### src/rtl/madnes_ebi_pkg.sv
// Shared types for the EBI write path: target regions, queued write entry
// and scheduler FSM states.
package madnes_ebi_pkg;

  localparam int unsigned EBI_ADDR_W = 14;
  localparam int unsigned EBI_DATA_W = 16;
  localparam int unsigned REGION_MSB = 15;

  typedef enum logic [1:0] {
    REG_VRAM    = 2'd0,
    REG_OAM     = 2'd1,
    REG_PALETTE = 2'd2,
    REG_CTRL    = 2'd3
  } region_t;

  typedef enum logic [1:0] {
    ST_IDLE  = 2'd0,
    ST_ISSUE = 2'd1,
    ST_STALL = 2'd2
  } sched_state_t;

  typedef struct packed {
    logic [EBI_ADDR_W-1:0] addr;
    logic [EBI_DATA_W-1:0] data;
    region_t               region;
  } ebi_wr_t;

  // VRAM and OAM are read by the renderer mid-frame, so they wait for vblank.
  function automatic logic region_gated(region_t r);
    return (r == REG_VRAM) || (r == REG_OAM);
  endfunction

  function automatic logic [3:0] region_strobe(region_t r);
    logic [3:0] s;
    case (r)
      REG_VRAM:    s = 4'b0001;
      REG_OAM:     s = 4'b0010;
      REG_PALETTE: s = 4'b0100;
      default:     s = 4'b1000;
    endcase
    return s;
  endfunction

endpackage

### src/rtl/ebi_wr_fifo.sv
// In-order FIFO of EBI write entries; pointers carry one extra wrap bit so
// full and empty are distinguishable without a separate counter.
module ebi_wr_fifo
  import madnes_ebi_pkg::*;
#(
  parameter int unsigned DEPTH = 16
) (
  input  logic                         clk,
  input  logic                         reset,
  input  logic                         push,
  input  ebi_wr_t                      push_data,
  input  logic                         pop,
  output ebi_wr_t                      head,
  output logic [$clog2(DEPTH):0]       count,
  output logic                         full,
  output logic                         empty
);

  localparam int unsigned IDX_W = $clog2(DEPTH);
  localparam int unsigned PTR_W = IDX_W + 1;

  logic [PTR_W-1:0] wr_ptr;
  logic [PTR_W-1:0] rd_ptr;
  ebi_wr_t          mem [DEPTH];

  always_ff @(posedge clk) begin
    if (reset) begin
      wr_ptr <= '0;
      rd_ptr <= '0;
    end else begin
      if (push) wr_ptr <= wr_ptr + PTR_W'(1);
      if (pop)  rd_ptr <= rd_ptr + PTR_W'(1);
    end
  end

  // Storage needs no reset; the pointers define which slots are live.
  always_ff @(posedge clk) begin
    if (push) mem[wr_ptr[IDX_W-1:0]] <= push_data;
  end

  assign head  = mem[rd_ptr[IDX_W-1:0]];
  assign count = wr_ptr - rd_ptr;
  assign empty = (wr_ptr == rd_ptr);
  assign full  = (wr_ptr[PTR_W-1] != rd_ptr[PTR_W-1]) &&
                 (wr_ptr[IDX_W-1:0] == rd_ptr[IDX_W-1:0]);

endmodule

### src/rtl/ebi_write_scheduler.sv
// Queues decoded MCU writes and issues them in order to one memory port,
// holding VRAM/OAM writes until vblank. Optional stats: WRITE_SCHED_STATS_EN.
module ebi_write_scheduler
  import madnes_ebi_pkg::*;
#(
  parameter int unsigned DEPTH  = 16,
  parameter int unsigned ADDR_W = 14,
  parameter int unsigned DATA_W = 16
) (
  input  logic              clk,
  input  logic              reset,
  input  logic [15:0]       ebi_address,
  input  logic [DATA_W-1:0] ebi_data,
  input  logic              ebi_data_ready,
  input  logic              vblank,
  output logic [ADDR_W-1:0] wr_addr,
  output logic [DATA_W-1:0] wr_data,
  output logic [3:0]        wr_sel,
  output logic              fifo_full,
  output logic              busy,
  output logic              overflow
`ifdef WRITE_SCHED_STATS_EN
  ,
  output logic [31:0]       issued_count,
  output logic [15:0]       dropped_count
`endif
);

  localparam int unsigned PTR_W = $clog2(DEPTH) + 1;

  sched_state_t      state, state_d;
  ebi_wr_t           push_entry, head;
  logic [PTR_W-1:0]  count;
  logic              full, empty;
  logic              push, pop, drop, head_ok;
  logic [3:0]        sel_d;
  logic [ADDR_W-1:0] addr_d;
  logic [DATA_W-1:0] data_d;

  always_comb begin
    push_entry.addr   = EBI_ADDR_W'(ebi_address[ADDR_W-1:0]);
    push_entry.data   = EBI_DATA_W'(ebi_data);
    push_entry.region = region_t'(ebi_address[REGION_MSB -: 2]);
  end

  // A full FIFO still accepts a push when the head leaves in the same cycle.
  assign push = ebi_data_ready && (!full || pop);
  assign drop = ebi_data_ready && !push;

  ebi_wr_fifo #(.DEPTH(DEPTH)) u_fifo (
    .clk       (clk),
    .reset     (reset),
    .push      (push),
    .push_data (push_entry),
    .pop       (pop),
    .head      (head),
    .count     (count),
    .full      (full),
    .empty     (empty)
  );

  always_comb begin
    state_d = state;
    pop     = 1'b0;
    sel_d   = 4'b0000;
    addr_d  = wr_addr;
    data_d  = wr_data;
    head_ok = !region_gated(head.region) || vblank;
    case (state)
      ST_IDLE: begin
        if (!empty) state_d = ST_ISSUE;
      end
      ST_ISSUE: begin
        if (empty) begin
          state_d = ST_IDLE;
        end else if (head_ok) begin
          pop    = 1'b1;
          sel_d  = region_strobe(head.region);
          addr_d = ADDR_W'(head.addr);
          data_d = DATA_W'(head.data);
          if ((count == PTR_W'(1)) && !ebi_data_ready) state_d = ST_IDLE;
        end else begin
          state_d = ST_STALL;
        end
      end
      ST_STALL: begin
        if (vblank) state_d = ST_ISSUE;
      end
      default: state_d = ST_IDLE;
    endcase
  end

  always_ff @(posedge clk) begin
    if (reset) begin
      state    <= ST_IDLE;
      wr_sel   <= 4'b0000;
      wr_addr  <= '0;
      wr_data  <= '0;
      overflow <= 1'b0;
    end else begin
      state   <= state_d;
      wr_sel  <= sel_d;
      wr_addr <= addr_d;
      wr_data <= data_d;
      if (drop) overflow <= 1'b1;
    end
  end

  assign fifo_full = full;
  assign busy      = !empty || (wr_sel != 4'b0000);

`ifdef WRITE_SCHED_STATS_EN
  // Issue count wraps; drop count sticks at all-ones.
  always_ff @(posedge clk) begin
    if (reset) begin
      issued_count  <= '0;
      dropped_count <= '0;
    end else begin
      if (pop) issued_count <= issued_count + 32'd1;
      if (drop && (dropped_count != 16'hFFFF)) dropped_count <= dropped_count + 16'd1;
    end
  end
`endif

endmodule
### config.mk
export PLATFORM = sky130hd
export DESIGN_NAME = ebi_write_scheduler
export DESIGN_NICKNAME = d
export VERILOG_FILES = /design/src/rtl/madnes_ebi_pkg.sv /design/src/rtl/ebi_wr_fifo.sv /design/src/rtl/ebi_write_scheduler.sv
export SDC_FILE = /design/constraint.sdc
export NUM_CORES = 1
export LEC_CHECK = 0
export ABC_AREA = 1
export CORE_ASPECT_RATIO = 0.6
export CORE_UTILIZATION = 67
export CTS_BUF_LIST = sky130_fd_sc_hd__clkbuf_4 sky130_fd_sc_hd__clkbuf_8
export DETAILED_ROUTE_END_ITERATION = 12
export PLACE_DENSITY = 0.82
export SYNTH_ARGS = -nofsm -noshare
export SYNTH_HDL_FRONTEND = slang
export SYNTH_SLANG_ARGS = --single-unit
### constraint.sdc
create_clock -name clk -period 9.8 [get_ports clk]
set_clock_uncertainty 0.2 [all_clocks]
set_input_delay 0.98 -clock clk [delete_from_list [all_inputs] [get_ports clk]]
set_output_delay 0.98 -clock clk [all_outputs]
set_load 0.03 [all_outputs]
# Yosys cells after proc, flatten, opt, wreduce, memory -nomap -nowiden
# Memory sizes are Yosys's and may differ from the RTL's. A register that Yosys moved wholly into a read port is not among the register bits.
# Cells that the tools add are included.
# op_classes
n_addsub	3
eq_ne	11
mux	14
n_bitwise	3
reduce_logical	19
# ops
op	n
$pmux 4 s3	1
$add 5x1->5 const B	2
$mux 2	5
$mux 4	2
$pmux 2 s3	1
$reduce_and 3->1	2
$eq 5x1->1 const B	1
$eq 5x5->1	1
$logic_not 1->1	5
$mux 1	5
$sub 5x5->5	1
$eq 2x1->1 const B	2
$eq 2x2->1 const B	2
$eq 4x4->1	1
$logic_and 1x1->1	4
$logic_not 2->1	2
$logic_or 1x1->1	4
$ne 2x2->1 const B	2
$ne 4x4->1 const B	1
$reduce_bool 4->1	1
$reduce_or 4->1	1
$not 1->1	3
$ne 1x1->1	1
# totals
regBits	47
mem_bits_rw	512
in_bits	36
output_inout_bits	37
wordCells	58
mem_count	1
# mem_list
name	depth	width	read_ports	rd_ports_with_merged_regs	write_ports	line	rtl
u_fifo.mem	16	32	1	1	1	ebi_wr_fifo.sv:24	ebi_wr_t mem [DEPTH];

# Depth between registers and ports, before layout
# Gate-level depths: netlist (run 1).
# depth
ltp_word	11
depth_mapped	14
mapped_depth_nobuf	13

# By module
# From an unflattened synthesis (run 1), not the netlist that was laid out.
# hier_totals
cells_unflattened	2333
area_unflattened_um2	24149.4
# by_module_without_submodules
module	n_inst	cells_per_inst	area_each_um2	seq_area_each_um2
ebi_wr_fifo	1	2163	22755.6	15655.0
ebi_write_scheduler	1	170	1393.8	740.7

# Worst setup path after synthesis (run 1)
# OpenSTA, ideal clock, no wires.
# synth_path
path_type	register to register
startpoint	reg u_fifo.wr_ptr[0]
endpoint	mem u_fifo.mem[0][0] (netlist name), enable pin
setup_time_ns	0.421
t_arrival_ns	2.936
required_time_ns	9.179
path_slack_ns	6.243
path_stages_with_launch	13
n_path_buf	0
period_less_slack_ns	3.557
path_cell_list	dfxtp_1 -> inv_1 -> ha_1 -> nand4_1 -> or2_1 -> nand2_1 -> nor2_2 -> nand2_4 -> nand2_4 -> nand2_4 -> inv_4 -> nand2_2 -> nor2_1
# synth_between
elab_chain_cells	7
elab_cells_between_ends	10
cone_classes	2 x eq/ne; 4 x mux; 4 x reduce/logical
# synth_lines
element	line	rtl
start: declaration	ebi_wr_fifo.sv:22	logic [PTR_W-1:0] wr_ptr;
start signal: assignment	ebi_wr_fifo.sv:31	if (push) wr_ptr <= wr_ptr + PTR_W'(1);
$eq 5x5->1 / $eq 4x4->1 (equally long branches)	ebi_wr_fifo.sv:43, ebi_wr_fifo.sv:45	
$mux 1 / $logic_and 1x1->1 (equally long branches)	ebi_write_scheduler.sv:74, ebi_wr_fifo.sv:44	
$mux 1 / $logic_not 1->1 (equally long branches)	ebi_write_scheduler.sv:69, ebi_write_scheduler.sv:47	
$logic_or 1x1->1	ebi_write_scheduler.sv:47	assign push = ebi_data_ready && (!full || pop);
$logic_and 1x1->1	ebi_write_scheduler.sv:47	
$mux 1	ebi_wr_fifo.sv:38	if (push) mem[wr_ptr[IDX_W-1:0]] <= push_data;
$mux 1 (implied by the code)	ebi_wr_fifo.sv:38	
end: declaration	ebi_wr_fifo.sv:24	
# Parallel ways exist; a longest one is shown, timed or not.

==> results.toml, run 1 <==
[outcome]
status = "finished clean"

[clock_network]
ctsHoldBuffers = 0
cts_tree = "done"
cts_setup_buffers = 0
clk_pin_slew_ns = 0.07
cts_buffers = 77
cts_resized = 0
cts-htree-levels = 3
clkLatencyLatePin_ns = 0.63
clk_path_buf_depth = 3
clkSinkCount = 563
root_buffer = "clkbuf_8"

[timing]
finalSetupTns_ns = 0
relSlewSlack_pct = 16.7
worstMarginPinSlew_ns = 1.25
setup-violations-final = 0
rsz0062_at_grt = "no"
finalHoldViolCount = 0
max_freq_mhz = 200
hold_slack_ns = 0.260
final.period_utilization_pct = 51.0
slew_violations = 0
min_period_ns = 5.00

[floorplanning]
coreArea_um2 = 32400
ioPinCount = 73
dieArea_um2 = 33700
row_count = 51
die_x_um = 236
die_h_um = 143
start_util_pct = 68.0

[critical_path]
critical_path.max_stage_delay_ns = 0.96
worstPathCellList = "buf_4, nand2_1, nand2_1, nand2_1, nand3_1, nand3_2, nand3_2, nand2_4, nand2_4, nand2_4, inv_4, nand2_2, nor2_4"
worstSetupEndpointType = "flip-flop"
crit_type = "flip-flop to flip-flop"
cp.arrival_ns = 5.03
regToRegEndpoint = "u_fifo.mem[4][0]$_DFFE_PP_"
reg2reg_slack_ns = 4.80
rr_worst_depth = 13
cp-start-kind = "flip-flop"
path_delay_family = "simple AND/OR/NAND/NOR gates"
critPathRequiredTime_ns = 9.83
cpMaxStageDelayCell = "nor2_4"
cp_num_buf_inv = 2
worstPathMaxFanout = 87

[synth]
netlist_area_um2 = 22000
ys_seq_area_share_pct = 74.4
synth_nets = 1761
synthArstFlopShare_pct = 0
ys_types = 37
synth_ff_type = "edfxtp_1"
synth_edf_count = 512
syn_avg_cell_area_um2 = 12.9
synthesis.instances = 1715
yosys_warnings = 0
synth_seq_cells = 563

[route]
routed_wl_um = 51300
drc = 0
drt_iter0_drc = 1991
antenna_left = 0
wl_per_cell_um = 22.8
firstDrtPassIters = 6
via_per_inst = 6.36
vias = 14312

[placement]
dp_hpwl_um = 27300
port_buffers = 72
gp_congestion = 0.840
post-place-cells = 2109

[worst_hold_path]
hold_path_end = "overflow$_SDFFE_PP0P_"
whs_path_depth = 2
min_path_type = "flip-flop to flip-flop"
hold_start = "overflow$_SDFFE_PP0P_"

[global_route]
grt_max_degree = 129
antenna_found_initial = 0
grt_pass1_vias = 13825
grt_pass1_wl_um = 78300
grt_usage_pct = 31.0
gr-total-overflow = 0

[power]
irDropWorstVdd_v = 0.000157
power_density_nw_per_um2 = 224
p_leak_nw = 8.17

[flow_run]
drv_cap = 0

[layout]
layout_common_cells = "512 x edfxtp_1, 373 x nor2_1, 254 x o21ai_0, 100 x o22ai_1, 90 x clkbuf_8"
final_nets = 1810
area_growth_pct = 11.2
drive_above_1_share_pct = 10.2
diodes = 0
fin_cells = 2249
fillers = 1929
final_common_cell = "edfxtp_1"
## registers in the layout, summed over array words and instances, names as in the netlist, named ones only
register,flops
overflow,1
state,2
wr_sel,4
u_fifo.wr_ptr,5
wr_addr,14
wr_data,16
u_fifo.rd_ptr,5
u_fifo.mem,512
## kinds of logic (layout without fill, tap and decap cells)
group | Yosys count | in the layout | share of synthesized area, %
buffers and inverters | 149 | 259 | 3.35
flip-flops | 563 | 563 | 74.4
adder cells (fa/ha/maj) | 10 | 10 | 0.602
XOR/XNOR | 6 | 6 | 0.272
AO/OA/AOI/OAI | 482 | 482 | 12.3
AND/OR/NAND/NOR | 505 | 505 | 9.09
## Yosys cell counts, types with 3 or more instances
cell type  number  share of area [%]
ha_1            9               0.51
buf_1           5              0.085
edfxtp_1      512                 70
buf_2          27               0.61
buf_4           9               0.31
o21ai_0       254                5.8
buf_6           8               0.41
inv_2           4              0.068
a21oi_1        12               0.27
o211ai_1        9               0.31
nand2_4         3               0.15
nand2_1        69                1.2
inv_1          26               0.44
clkbuf_1       58               0.99
o221ai_1       41                1.6
clkbuf_2        7               0.16
nand3_2         3               0.14
o21ai_1        65                1.5
xor2_1          3               0.12
nand2_2         4               0.11
nor2_1        389                6.6
nand3_1        28               0.64
dfxtp_1        51                4.6
o22ai_1       100                2.8
## report_power, final
group	switching, W	internal, W
Sequential	0.0000694	0.00268
Combinational	0.000617	0.000283
Clock	0.000860	0.000977
Total	0.00155	0.00394
## tightest hold or removal path: stages (launching register included)
cell and delay [ns]:
dfxtp_1 0.31, inv_1 0.05, a21oi_1 0.05
## layout make-up
class | count | area (um2) | area share (%)
inverter | 32 | 130 | 0.531
multi-input combinational | 1003 | 5030 | 20.5
tap | 424 | 531 | 2.16
clock buffer | 119 | 1460 | 5.94
timing repair buffer | 87 | 833 | 3.40
clock inverter | 21 | 133 | 0.541
sequential | 563 | 16400 | 66.9
## per-stage QoR
stage	power [W]	instance area [um2]	utilization, %	worst slack [ns]
final	0.00549	24500	75.6	4.80
after global routing	0.00570	24500	75.6	4.48
after CTS	0.00550	24500	75.6	4.86
after floorplan	0.00342	22000	-	6.24
after global placement	0.00365	22900	70.7	5.04
after detailed placement	0.00369	22900	70.7	4.94
## how the worst max path moves through the flow
stage	startpoint	to	slack (ns)	cells after the start
final	flip-flop	u_fifo.mem[4][0]$_DFFE_PP_	4.80	13
after global routing	flip-flop	u_fifo.mem[10][10]$_DFFE_PP_	4.48	13
after CTS	flip-flop	u_fifo.mem[9][0]$_DFFE_PP_	4.86	13
after detailed placement	flip-flop	u_fifo.mem[10][12]$_DFFE_PP_	4.94	13
after global placement	flip-flop	u_fifo.mem[9][16]$_DFFE_PP_	5.04	13
after floorplan	u_fifo.wr_ptr[0]$_SDFFE_PP0P_	u_fifo.mem[0][0]$_DFFE_PP_	6.24	12
## metal layers
layer,up-vias,routed length (um),global-route usage [%]
met5,-,0,0
met2,870,23100,46.5
met1,6925,21600,45.2
met4,0,1080,11.1
li1,6420,-,-
met3,97,5480,7.06
Power figures use the tool's default switching activity.
==> run 2: changes to the inputs <==
Settings changed: CORE_UTILIZATION 67 to 57, PLACE_DENSITY 0.82 to 0.74.
Clock period 9.8 ns to 4 ns, I/O delays scaled along.
==> run 2 against run 1 <==
Effect of this change: global-route usage shrank 2.5 points; power grew 140%; utilization shrank 10 points; hold slack lost 0.0057 ns; combinational power grew to 2.6 times the previous value; non-clock buffer count grew 20; clock power grew 140%; sequential power grew 140%; register-to-register slack lost 4.0 ns; worst setup slack lost 4.2 ns; critical endpoint is now fifo_full.
==> results.toml, run 2 (same netlist as run 1, synthesis figures left out) <==
[clock_network]
clk_pin_slew_ns = 0.07
cts_resized = 0
cts_tree = "done"
clk_path_buf_depth = 3
clkLatencyLatePin_ns = 0.65
cts_buffers = 78
cts-htree-levels = 3
root_buffer = "clkbuf_8"
cts_setup_buffers = 0
clkSinkCount = 563
ctsHoldBuffers = 0

[placement]
port_buffers = 72
post-place-cells = 2218
dp_hpwl_um = 30600
gp_congestion = 0.883

[critical_path]
critPathRequiredTime_ns = 3.40
crit_type = "flip-flop to output pin"
cp.arrival_ns = 2.76
reg2reg_slack_ns = 0.85
crit-reg2reg-launch = "u_fifo.wr_ptr[2]$_SDFFE_PP0P_"
worstSetupEndpointType = "output pin"
rr_worst_depth = 12
regToRegEndpoint = "u_fifo.mem[10][24]$_DFFE_PP_"
cp-start-kind = "flip-flop"
worstPathMaxFanout = 6

[route]
antenna_left = 0
drt_iter0_drc = 2073
routed_wl_um = 55600
drc = 0
via_per_inst = 6.16
vias = 14535
firstDrtPassIters = 8
wl_per_cell_um = 23.6

[floorplanning]
start_util_pct = 58.1
die_x_um = 256
coreArea_um2 = 37900
ioPinCount = 73
dieArea_um2 = 39500
die_h_um = 154
row_count = 55

[global_route]
grt_pass1_wl_um = 84000
grt_max_degree = 98
antenna_found_initial = 1
grt_pass1_vias = 13669
grt_usage_pct = 28.5
gr-total-overflow = 0

[timing]
rsz0062_at_grt = "no"
worstMarginPinSlew_ns = 1.01
finalSetupTns_ns = 0
final.period_utilization_pct = 84.0
relSlewSlack_pct = 33.0
finalHoldViolCount = 0
min_period_ns = 3.36
slew_violations = 0
setup-violations-final = 0
max_freq_mhz = 297

[power]
p_leak_nw = 8.27
seq_power_share_pct = 49.9
switching_share_pct = 28.8
intPower_w = 0.00958
clkPwrFrac_pct = 32.7
power.switching_w = 0.00386
power_density_nw_per_um2 = 541
p_total_w = 0.0134
irDropWorstVdd_v = 0.000310
p_comb_share_pct = 17.4

[layout]
final_common_cell = "edfxtp_1"
drive_above_1_share_pct = 11.1
largest_register_ffs = 512
diodes = 0
final_nets = 1831
area_growth_pct = 12.7
fin_cells = 2358
fillers = 2743
layout_common_cells = "512 x edfxtp_1, 373 x nor2_1, 254 x o21ai_0, 100 x o22ai_1, 86 x clkbuf_8"

[worst_hold_path]
hold_path_end = "overflow$_SDFFE_PP0P_"
hold_start = "overflow$_SDFFE_PP0P_"
min_path_type = "flip-flop to flip-flop"
whs_path_depth = 2

[flow_run]
drv_cap = 0

[outcome]
status = "finished clean"
run 2: changes by cell type in the layout (fill, tap and decap cells not counted), sizes merged:
cell / delta
buf: +20
bufinv: -1
clkinv: +1
clkinvlp: +1
inv: -1
run 2: area by class of cell:
type	count	area [um2]	share of cell area [%]
clock buffers	119	1430	5.76
clock inverters	21	110	0.443
inverters	32	130	0.524
multi-input cells	1003	5030	20.3
flip-flops and latches	563	16400	66.0
well taps	513	642	2.58
repair buffers	107	1100	4.41
run 2: worst max-delay path by stage:
stage | from | endpoint
2_1_floorplan | u_fifo.wr_ptr[0]$_SDFFE_PP0P_ | u_fifo.mem[0][0]$_DFFE_PP_
3_3_place_gp | u_fifo.wr_ptr[2]$_SDFFE_PP0P_ | u_fifo.mem[8][30]$_DFFE_PP_
3_5_place_dp | u_fifo.wr_ptr[2]$_SDFFE_PP0P_ | u_fifo.mem[10][15]$_DFFE_PP_
4_1_cts | u_fifo.wr_ptr[0]$_SDFFE_PP0P_ | fifo_full
5_1_grt | u_fifo.wr_ptr[0]$_SDFFE_PP0P_ | fifo_full
6_report | u_fifo.wr_ptr[0]$_SDFFE_PP0P_ | fifo_full
run 2: critical path, stage by stage (launching register included):
cell and delay, ns:
dfxtp_1 0.43, inv_1 0.13, ha_1 0.32, nand4_1 0.11, nor2_1 0.39, clkdlybuf4s50_1 0.76
run 2: layer usage:
metal	up-vias	share of wire [%]	GRT usage [%]
met5	-	0	0
met4	0	1.8	7.07
met3	83	12	8.78
met2	905	43	40.3
met1	7089	43	43.1
li1	6458	-	-
run 2: power by group through the flow:
stage,Clock (W),Sequential (W),Combinational (W)
floorplan,0,0.00691,0.00147
global placement,0,0.00682,0.00224
detailed placement,0,0.00683,0.00229
CTS,0.00444,0.00671,0.00230
global route,0.00469,0.00672,0.00254
finish,0.00440,0.00671,0.00233
run 2: through the flow:
| stage | util [%] | hold WS (ns) | setup WS, ns | cell area (um2) |
|---|---|---|---|---|
| 2_1_floorplan | - | 0.261 | 0.443 | 22000 |
| 3_3_place_gp | 61.5 | 0.238 | 1.03 | 23300 |
| 3_5_place_dp | 61.5 | 0.247 | 0.895 | 23300 |
| 4_1_cts | 65.5 | 0.258 | 0.623 | 24800 |
| 5_1_grt | 65.5 | 0.296 | 0.527 | 24800 |
| 6_report | 65.5 | 0.254 | 0.638 | 24800 |
